[config.mk]
export PLATFORM = sky130hd
export DESIGN_NAME = epb_serial_tx_flat
export DESIGN_NICKNAME = d
export VERILOG_FILES = /design/src/rtl/epb_serial_tx_if.sv /design/src/rtl/epb_serial_tx.sv /design/src/flat_wrapper.sv
export SDC_FILE = /design/constraint.sdc
export NUM_CORES = 1
export LEC_CHECK = 0
export CAP_MARGIN = 5
export CORE_ASPECT_RATIO = 1.1
export CORE_MARGIN = 2
export CORE_UTILIZATION = 52
export CTS_CLUSTER_SIZE = 30
export DETAILED_ROUTE_END_ITERATION = 8
export HOLD_SLACK_MARGIN = 0.05
export PLACE_DENSITY = 0.79
export SLEW_MARGIN = 40
export SYNTH_ARGS = -nofsm -noshare
export SYNTH_HDL_FRONTEND = slang
export SYNTH_SLANG_ARGS = --single-unit
[constraint.sdc]
create_clock -name clk -period 2 [get_ports clk]
set_input_delay 0.4 -clock clk [delete_from_list [all_inputs] [get_ports clk]]
set_output_delay 0.4 -clock clk [all_outputs]
set_load 0.01 [all_outputs]
[src/rtl/epb_serial_tx_if.sv]
// Handshake and serial-line bundle for the even-parity serial transmitter.
// The master drives a data word in; the slave answers with ready and the framed line.
interface epb_serial_tx_if #(
    parameter int DATA_W = 4
);
    logic [DATA_W-1:0] din;
    logic              din_valid;
    logic              din_ready;
    logic              tx;
    logic              par;
    logic              busy;
    logic              frame_done;

    modport master (
        output din,
        output din_valid,
        input  din_ready,
        input  tx,
        input  par,
        input  busy,
        input  frame_done
    );

    modport slave (
        input  din,
        input  din_valid,
        output din_ready,
        output tx,
        output par,
        output busy,
        output frame_done
    );
endinterface

[src/rtl/epb_serial_tx.sv]
// Even-parity serial transmitter: accepts a word on valid/ready and shifts out
// start, data (LSB first), parity and stop, each held BIT_CYCLES clocks.
module epb_serial_tx #(
    parameter int DATA_W     = 4,
    parameter int BIT_CYCLES = 1
) (
    input  logic           clk,
    input  logic           rst_n,
    epb_serial_tx_if.slave bus
);

    localparam int CNT_W = (BIT_CYCLES < 1) ? 1 : $clog2(BIT_CYCLES + 1);
    localparam int IDX_W = (DATA_W < 2) ? 1 : $clog2(DATA_W + 1);
    localparam logic [CNT_W-1:0] CNT_LAST = CNT_W'(BIT_CYCLES - 1);
    localparam logic [IDX_W-1:0] IDX_LAST = IDX_W'(DATA_W - 1);

    typedef enum logic [2:0] {
        IDLE,
        START,
        DATA,
        PARITY,
        STOP
    } state_t;

    state_t            state, state_n;
    logic [CNT_W-1:0]  cnt, cnt_n;
    logic [IDX_W-1:0]  idx, idx_n;
    logic [DATA_W-1:0] shreg, shreg_n;
    logic              par_q, par_n;
    logic              tx_q, tx_n;
    logic              ready_q, ready_n;
    logic              busy_q, busy_n;
    logic              done_q, done_n;
    logic              bit_end;

    always_ff @(posedge clk or negedge rst_n) begin
        if (!rst_n) begin
            state   <= IDLE;
            cnt     <= '0;
            idx     <= '0;
            shreg   <= '0;
            par_q   <= 1'b0;
            tx_q    <= 1'b1;
            ready_q <= 1'b1;
            busy_q  <= 1'b0;
            done_q  <= 1'b0;
        end else begin
            state   <= state_n;
            cnt     <= cnt_n;
            idx     <= idx_n;
            shreg   <= shreg_n;
            par_q   <= par_n;
            tx_q    <= tx_n;
            ready_q <= ready_n;
            busy_q  <= busy_n;
            done_q  <= done_n;
        end
    end

    // Outputs are registered, so they are derived from the next state: the
    // line level seen during a clock is the one chosen at the edge before it.
    always_comb begin
        state_n = state;
        cnt_n   = cnt;
        idx_n   = idx;
        shreg_n = shreg;
        par_n   = par_q;
        bit_end = (cnt == CNT_LAST);

        case (state)
            IDLE: begin
                if (bus.din_valid && ready_q) begin
                    shreg_n = bus.din;
                    par_n   = ^bus.din;
                    cnt_n   = '0;
                    idx_n   = '0;
                    state_n = START;
                end
            end
            START: begin
                if (bit_end) begin
                    cnt_n   = '0;
                    idx_n   = '0;
                    state_n = DATA;
                end else begin
                    cnt_n = cnt + 1'b1;
                end
            end
            DATA: begin
                if (bit_end) begin
                    cnt_n   = '0;
                    shreg_n = shreg >> 1;
                    if (idx == IDX_LAST) begin
                        state_n = PARITY;
                    end else begin
                        idx_n = idx + 1'b1;
                    end
                end else begin
                    cnt_n = cnt + 1'b1;
                end
            end
            PARITY: begin
                if (bit_end) begin
                    cnt_n   = '0;
                    state_n = STOP;
                end else begin
                    cnt_n = cnt + 1'b1;
                end
            end
            STOP: begin
                if (bit_end) begin
                    cnt_n   = '0;
                    state_n = IDLE;
                end else begin
                    cnt_n = cnt + 1'b1;
                end
            end
            default: begin
                cnt_n   = '0;
                idx_n   = '0;
                state_n = IDLE;
            end
        endcase

        case (state_n)
            START:   tx_n = 1'b0;
            DATA:    tx_n = shreg_n[0];
            PARITY:  tx_n = par_n;
            default: tx_n = 1'b1;
        endcase

        ready_n = (state_n == IDLE);
        busy_n  = (state_n != IDLE);
        done_n  = (state_n == STOP) && (cnt_n == CNT_LAST);
    end

    assign bus.tx         = tx_q;
    assign bus.par        = par_q;
    assign bus.din_ready  = ready_q;
    assign bus.busy       = busy_q;
    assign bus.frame_done = done_q;

endmodule

[src/flat_wrapper.sv]
// flat-port wrapper written by rule: the top's interface ports become plain ports
module epb_serial_tx_flat 
#(
    parameter int DATA_W     = 4,
    parameter int BIT_CYCLES = 1
)
  (clk, rst_n, bus_din, bus_din_valid, bus_din_ready, bus_tx, bus_par, bus_busy, bus_frame_done);
  epb_serial_tx_if #(.DATA_W(DATA_W)) bus_i ();
  input  logic clk;
  input  logic rst_n;
  input wire logic [$bits(bus_i.din)-1:0] bus_din;
  input wire logic [$bits(bus_i.din_valid)-1:0] bus_din_valid;
  output wire logic [$bits(bus_i.din_ready)-1:0] bus_din_ready;
  output wire logic [$bits(bus_i.tx)-1:0] bus_tx;
  output wire logic [$bits(bus_i.par)-1:0] bus_par;
  output wire logic [$bits(bus_i.busy)-1:0] bus_busy;
  output wire logic [$bits(bus_i.frame_done)-1:0] bus_frame_done;
  assign bus_i.din = bus_din;
  assign bus_i.din_valid = bus_din_valid;
  assign bus_din_ready = bus_i.din_ready;
  assign bus_tx = bus_i.tx;
  assign bus_par = bus_i.par;
  assign bus_busy = bus_i.busy;
  assign bus_frame_done = bus_i.frame_done;
  epb_serial_tx #(.DATA_W(DATA_W), .BIT_CYCLES(BIT_CYCLES)) u_core (.clk(clk), .rst_n(rst_n), .bus(bus_i));
endmodule
==> results of run 1 <==
-- final timing paths --
kind                                       from              endpoint  slack [ns]
max                        u_core.bus.din_ready         bus_din_ready        0.20
min                                       rst_n       u_core.shreg[0]        0.41
max reg2reg                     u_core.state[2]         u_core.idx[0]        0.24
min reg2reg                     u_core.shreg[2]       u_core.shreg[1]        0.51
max in group asynchronous                 rst_n  u_core.bus.din_ready        1.34
min in group clk                u_core.shreg[2]       u_core.shreg[1]        0.51
-- power groups by stage --
stage	Combinational (mW)	Sequential (mW)	Clock [mW]
2_1_floorplan	0.537	0.553	0
3_3_place_gp	0.658	0.591	0
3_5_place_dp	0.674	0.599	0
4_1_cts	0.683	0.590	0.186
5_1_grt	0.746	0.608	0.198
6_report	0.675	0.592	0.177
-- flip-flops by register name, indices dropped and copies added (netlist names) --
signal and cells:
u_core.bus.frame_done 1, u_core.idx 3, u_core.bus.par 1, u_core.cnt 1, u_core.bus.tx 1, u_core.bus.busy 1
u_core.bus.din_ready 1, u_core.shreg 4, u_core.state 3
-- layout make-up --
cell class	count	area share (%)
clock buffer	4	2.685
inverter	4	1.535
multi-input combinational	49	40.41
sequential	16	41.18
tap	17	2.174
timing repair buffer	12	12.02
-- layer usage --
layer	wire length [um]	track usage, %	share of wire [%]	vias to the layer above
met4	6	5.625	0.38	0
met5	0	0	0	-
met3	65	7.451	4.1	3
li1	-	-	-	294
met2	809	29.54	51	12
met1	692	22.14	44	310
-- synth_stat cells, drive strengths merged --
cell type	n	share of area [%]
nor4bb	1	2.9
o211ai	1	0.89
a222oi	2	2.4
xor2	1	1.0
and2	1	0.74
nor2b	1	0.74
nand2	2	0.89
xnor2	4	4.1
nor4b	1	1.8
a32oi	1	1.0
dfstp	2	6.2
a22o	1	1.0
nor2	5	2.2
ha	2	2.9
nor3	3	2.4
a211oi	1	1.5
o2111ai	1	1.0
or3	1	0.74
a2111oi	1	1.0
and3b	1	1.0
nand2b	1	0.74
and2b	2	1.9
and3	2	1.6
buf	4	4.1
mux2	4	5.3
dfrtp	14	41
a32o	2	2.4
a31oi	1	0.74
o21ai	3	1.8
a21oi	3	1.8
inv	4	1.8
-- per-stage QoR --
stage                     cells  total power [mW]  worst slack (ns)  instance area (um^2)  util, %
after detailed placement     98             1.272          0.005901                 952.2    61.12
after floorplan              73             1.091            0.4086                 848.3        -
final                       102             1.444            0.2022                 978.4    62.81
after global placement       98             1.249           0.01477                 952.2    61.12
after CTS                   102             1.459            0.1938                 978.4    62.81
after global routing        102             1.553            0.1446                 978.4    62.81
-- kinds of logic after synthesis --
family	count (synthesis)	share of synthesized area, %
mux	4	5.309
compound gates	17	15.49
buf+inv	8	5.899
xor+xnor	5	5.162
fa+ha+maj	2	2.949
simple gates	21	17.70
flops	16	47.49
==> impl_metrics.ini, run 1 <==
[worst_setup_path]
critPathKind = reg2out
crit_path_top_delay_cell = dfstp_2
critPathLaunchType = flop
path_max_fanout = 5
critPathCaptureType = output port
critPathTopFamily = flip-flops
cp_cell_sequence = clkdlybuf4s50_1
cp_num_cells = 1
path_buf_inv = 1
worst_path_largest_cell_delay_ns = 0.57
critPathArrivalTime_ns = 1.40
ff2ff_path_depth = 4
cp_data_required_time_ns = 1.60

[synth]
synth_fp_nets = 82
synthCells = 73
synth.avg_cell_area_um2 = 11.62
ys_ff_latch = 16
yosys_warnings = 0
netlist_area_um2 = 848.3
seq_area_frac_synth_pct = 47.49
synthDistinctLibCells = 36

[timing]
slew_headroom_pct = 72.11
fin_skew_ns = 0.006565
setup_viol = 0
fmax_mhz = 556.2
rsz0062_at_grt = false
drv_slew = 0
post-route-min-period_ns = 1.798
tns_ns = 0
holdWs_ns = 0.4128
finalHoldViolCount = 0
finalCritPeriodShare_pct = 89.89
tightest_slew_ns = 0.4184

[power]
leakage_nw = 0.4267
seq_power_share_pct = 41.0
p_clk_share_pct = 12.3
combinationalPowerShare_pct = 46.7
intPower_mw = 0.8957
switching_share_pct = 37.96
power_density_nw_per_um2 = 1476
switchingPower_mw = 0.5481
peakVddDrop_uv = 865.9

[clock_network]
htree_levels = 1
clock-root-buffer = clkbuf_4
cts.path.max_buffers = 2
cts_buffers = 3
clkTransAtPathRegs_ns = 0.09
cts_resized = 0
cts_setup_buffers = 0
clock_sinks = 16
cts.hold.buffers_added = 0
clkLatencyLatePin_ns = 0.29
tritoncts = yes

[placement]
dp_hpwl_um = 1180
port_buffers = 11
gp_congestion = 0.7645

[floorplan]
die_x_um = 42.51
initial_core_util_pct = 54.46
die_area_um2 = 1971
coreArea_um2 = 1558
pin_count = 12
rows = 15
dieHeight_um = 46.36

[detailed_routing]
wl_um = 1573
routedWlPerCell_um = 15.42
drc = 0
vias_per_cell = 6.069
drt_iter0_drc = 15
ant_nets = 0
num_vias = 619
drtPass1Iterations = 4

[min_path]
hold_path.class = in2async

[global_routing]
antenna_found_initial = 0
grt_max_degree = 17
grt_pass1_vias = 555
grt-ovfl-total = 0
grt_usage_pct = 18.10
grt_pass1_wl_um = 2518

[finish]
drive_gt1_share_pct = 18.82
area_growth_pct = 15.34
final_common_cell = dfrtp_1
mostFrequentLayoutCells = 14 x dfrtp_1, 11 x clkdlybuf4s50_1, 5 x nor2_1
antenna_cells = 0
regArea_um2 = 402.9
nNetsFinal = 95
fillCellCount = 139
multi_input_area_um2 = 395.4

[run]
timing.max_cap.violations = 0

[status]
status = finished, final reports clean
Power figures use the tool's default switching activity.
==> run 2, diff against run 1 <==
--- a/config.mk
+++ b/config.mk
@@ -8,11 +8,12 @@
 export CAP_MARGIN = 5
 export CORE_ASPECT_RATIO = 1.1
 export CORE_MARGIN = 2
-export CORE_UTILIZATION = 52
+export CORE_UTILIZATION = 56
 export CTS_CLUSTER_SIZE = 30
 export DETAILED_ROUTE_END_ITERATION = 8
 export HOLD_SLACK_MARGIN = 0.05
-export PLACE_DENSITY = 0.79
+export MAX_ROUTING_LAYER = met4
+export PLACE_DENSITY = 0.84
 export SLEW_MARGIN = 40
 export SYNTH_ARGS = -nofsm -noshare
 export SYNTH_HDL_FRONTEND = slang
==> constraint.sdc (replaced) <==
create_clock -name clk -period 2.24 [get_ports clk]
set_input_delay 0.448 -clock clk [delete_from_list [all_inputs] [get_ports clk]]
set_output_delay 0.448 -clock clk [all_outputs]
set_load 0.01 [all_outputs]
==> run 2 against run 1 <==
Against the previous run:
- count of clock-buffer cells in the layout unchanged
- sequential cell count unchanged
- global-route usage up 3.7 points
- critical path depth unchanged
- register-to-register slack better by 0.29 ns
- via count down 4.7%
- largest cell class unchanged
- die area down 6.5%
- worst hold slack better by 0.089 ns
- critical endpoint unchanged
==> impl_metrics.ini, run 2 (synthesis results as in run 1) <==
[detailed_routing]
wl_um = 1410
routedWlPerCell_um = 14.10
ant_nets = 0
drt_iter0_drc = 12
num_vias = 590
drc = 0
vias_per_cell = 5.900
drtPass1Iterations = 4

[power]
leakage_nw = 0.4219
power_density_nw_per_um2 = 1314
peakVddDrop_uv = 703.4
power.total_mw = 1.274
combinationalPowerShare_pct = 46.5
p_clk_share_pct = 12.3
switchingPower_mw = 0.4759
intPower_mw = 0.7981
seq_power_share_pct = 41.2
switching_share_pct = 37.36

[finish]
fillCellCount = 125
regArea_um2 = 402.9
regMostFlops = u_core.shreg
reg_top3 = u_core.shreg x4, u_core.idx x3, u_core.state x3
mostFrequentLayoutCells = 14 x dfrtp_1, 11 x clkdlybuf4s50_1, 5 x nor2_1
antenna_cells = 0
final_common_cell = dfrtp_1
drive_gt1_share_pct = 17.86
multi_input_area_um2 = 395.4
largest_reg_flops = 4
area_growth_pct = 14.31
nNetsFinal = 94

[clock_network]
cts.path.max_buffers = 2
clock-root-buffer = clkbuf_4
clock_sinks = 16
cts_resized = 0
htree_levels = 1
tritoncts = yes
clkLatencyLatePin_ns = 0.29
cts_setup_buffers = 0
clkTransAtPathRegs_ns = 0.08
cts_buffers = 3
cts.hold.buffers_added = 0

[timing]
tns_ns = 0
holdWs_ns = 0.5015
setup_viol = 0
slew_headroom_pct = 53.74
tightest_slew_ns = 0.6917
finalCritPeriodShare_pct = 82.07
finalHoldViolCount = 0
fmax_mhz = 543.9
rsz0062_at_grt = false
post-route-min-period_ns = 1.838
fin_skew_ns = 0.007987
drv_slew = 0

[placement]
dp_hpwl_um = 1068
gp_congestion = 0.8352
port_buffers = 11

[worst_setup_path]
path_max_fanout = 5
critPathArrivalTime_ns = 1.39
critPathLaunchType = flop
path_buf_inv = 1
r2r-end = u_core.idx[1]
reg2reg_from = u_core.idx[0]
cp_cell_sequence = clkdlybuf4s50_1
critPathKind = reg2out
reg2reg_setup_slack_ns = 0.53
crit_path_top_delay_cell = dfstp_2
worst_path_largest_cell_delay_ns = 0.57
critPathCaptureType = output port
cp_data_required_time_ns = 1.79
ff2ff_path_depth = 6
critPathTopFamily = flip-flops

[floorplan]
die_area_um2 = 1843
coreArea_um2 = 1401
pin_count = 12
rows = 14
dieHeight_um = 44.82
initial_core_util_pct = 60.54
die_x_um = 41.11

[min_path]
min_from = u_core.shreg[2]
hold_path.class = reg2reg
hold_path_depth = 2
holdPathEnd = u_core.shreg[1]

[global_routing]
grt_pass1_vias = 598
grt_usage_pct = 21.80
grt_pass1_wl_um = 2518
antenna_found_initial = 0
grt_max_degree = 17
grt-ovfl-total = 0

[status]
status = finished, final reports clean

[run]
timing.max_cap.violations = 0
==> run 2: changes by cell type in the layout (fill, tap and decap cells not counted) <==
| cell | delta |
|---|---|
| buf_4 | -1 |
==> run 2: per-layer routing <==
layer | part of all wire (%) | vias to the layer above | GRT usage [%]
met5 | 0 | - | -
met4 | 3.3 | 0 | 15.48
met2 | 46 | 12 | 30.94
li1 | - | 291 | -
met1 | 46 | 282 | 26.84
met3 | 3.9 | 5 | 4.433
==> run 2: worst max path at each step <==
stage | slack [ns] | end | depth (start not counted) | startpoint
6_report | 0.40 | bus_din_ready | 1 | u_core.bus.din_ready
3_3_place_gp | 0.28 | u_core.bus.tx | 5 | bus_din_valid
5_1_grt | 0.32 | u_core.bus.tx | 4 | u_core.state[1]
2_1_floorplan | 0.65 | u_core.bus.tx | 5 | u_core.bus.din_ready
4_1_cts | 0.40 | bus_din_ready | 1 | u_core.bus.din_ready
3_5_place_dp | 0.21 | u_core.bus.tx | 5 | bus_din_valid
==> run 2: area by class of cell <==
| type | count | share of cell area [%] |
|---|---|---|
| timing repair buffer | 11 | 11.35 |
| tap | 16 | 2.065 |
| inverter | 4 | 1.548 |
| multi-input combinational | 49 | 40.77 |
| sequential | 16 | 41.55 |
| clock buffer | 4 | 2.710 |
==> run 2: per-stage QoR <==
step | cell area (um^2) | instances | util, % | setup slack, ns
floorplan | 848.3 | 73 | - | 0.6486
global placement | 943.4 | 96 | 67.32 | 0.2833
detailed placement | 943.4 | 96 | 67.32 | 0.2136
CTS | 969.7 | 100 | 69.20 | 0.3968
global route | 969.7 | 100 | 69.20 | 0.3172
finish | 969.7 | 100 | 69.20 | 0.4016
==> run 2: power by group through the flow <==
stage               registers (mW)  logic, mW  clock network (mW)
detailed placement           0.532      0.592                   0
floorplan                    0.494      0.480                   0
finish                       0.525      0.592               0.157
global route                 0.548      0.657               0.173
CTS                          0.525      0.596               0.160
global placement             0.528      0.576                   0
==> run 2: worst min-delay path, stage by stage, from the launching register on <==
cell	delay, ns
dfrtp_1	0.36
a222oi_1	0.06
inv_1	0.05
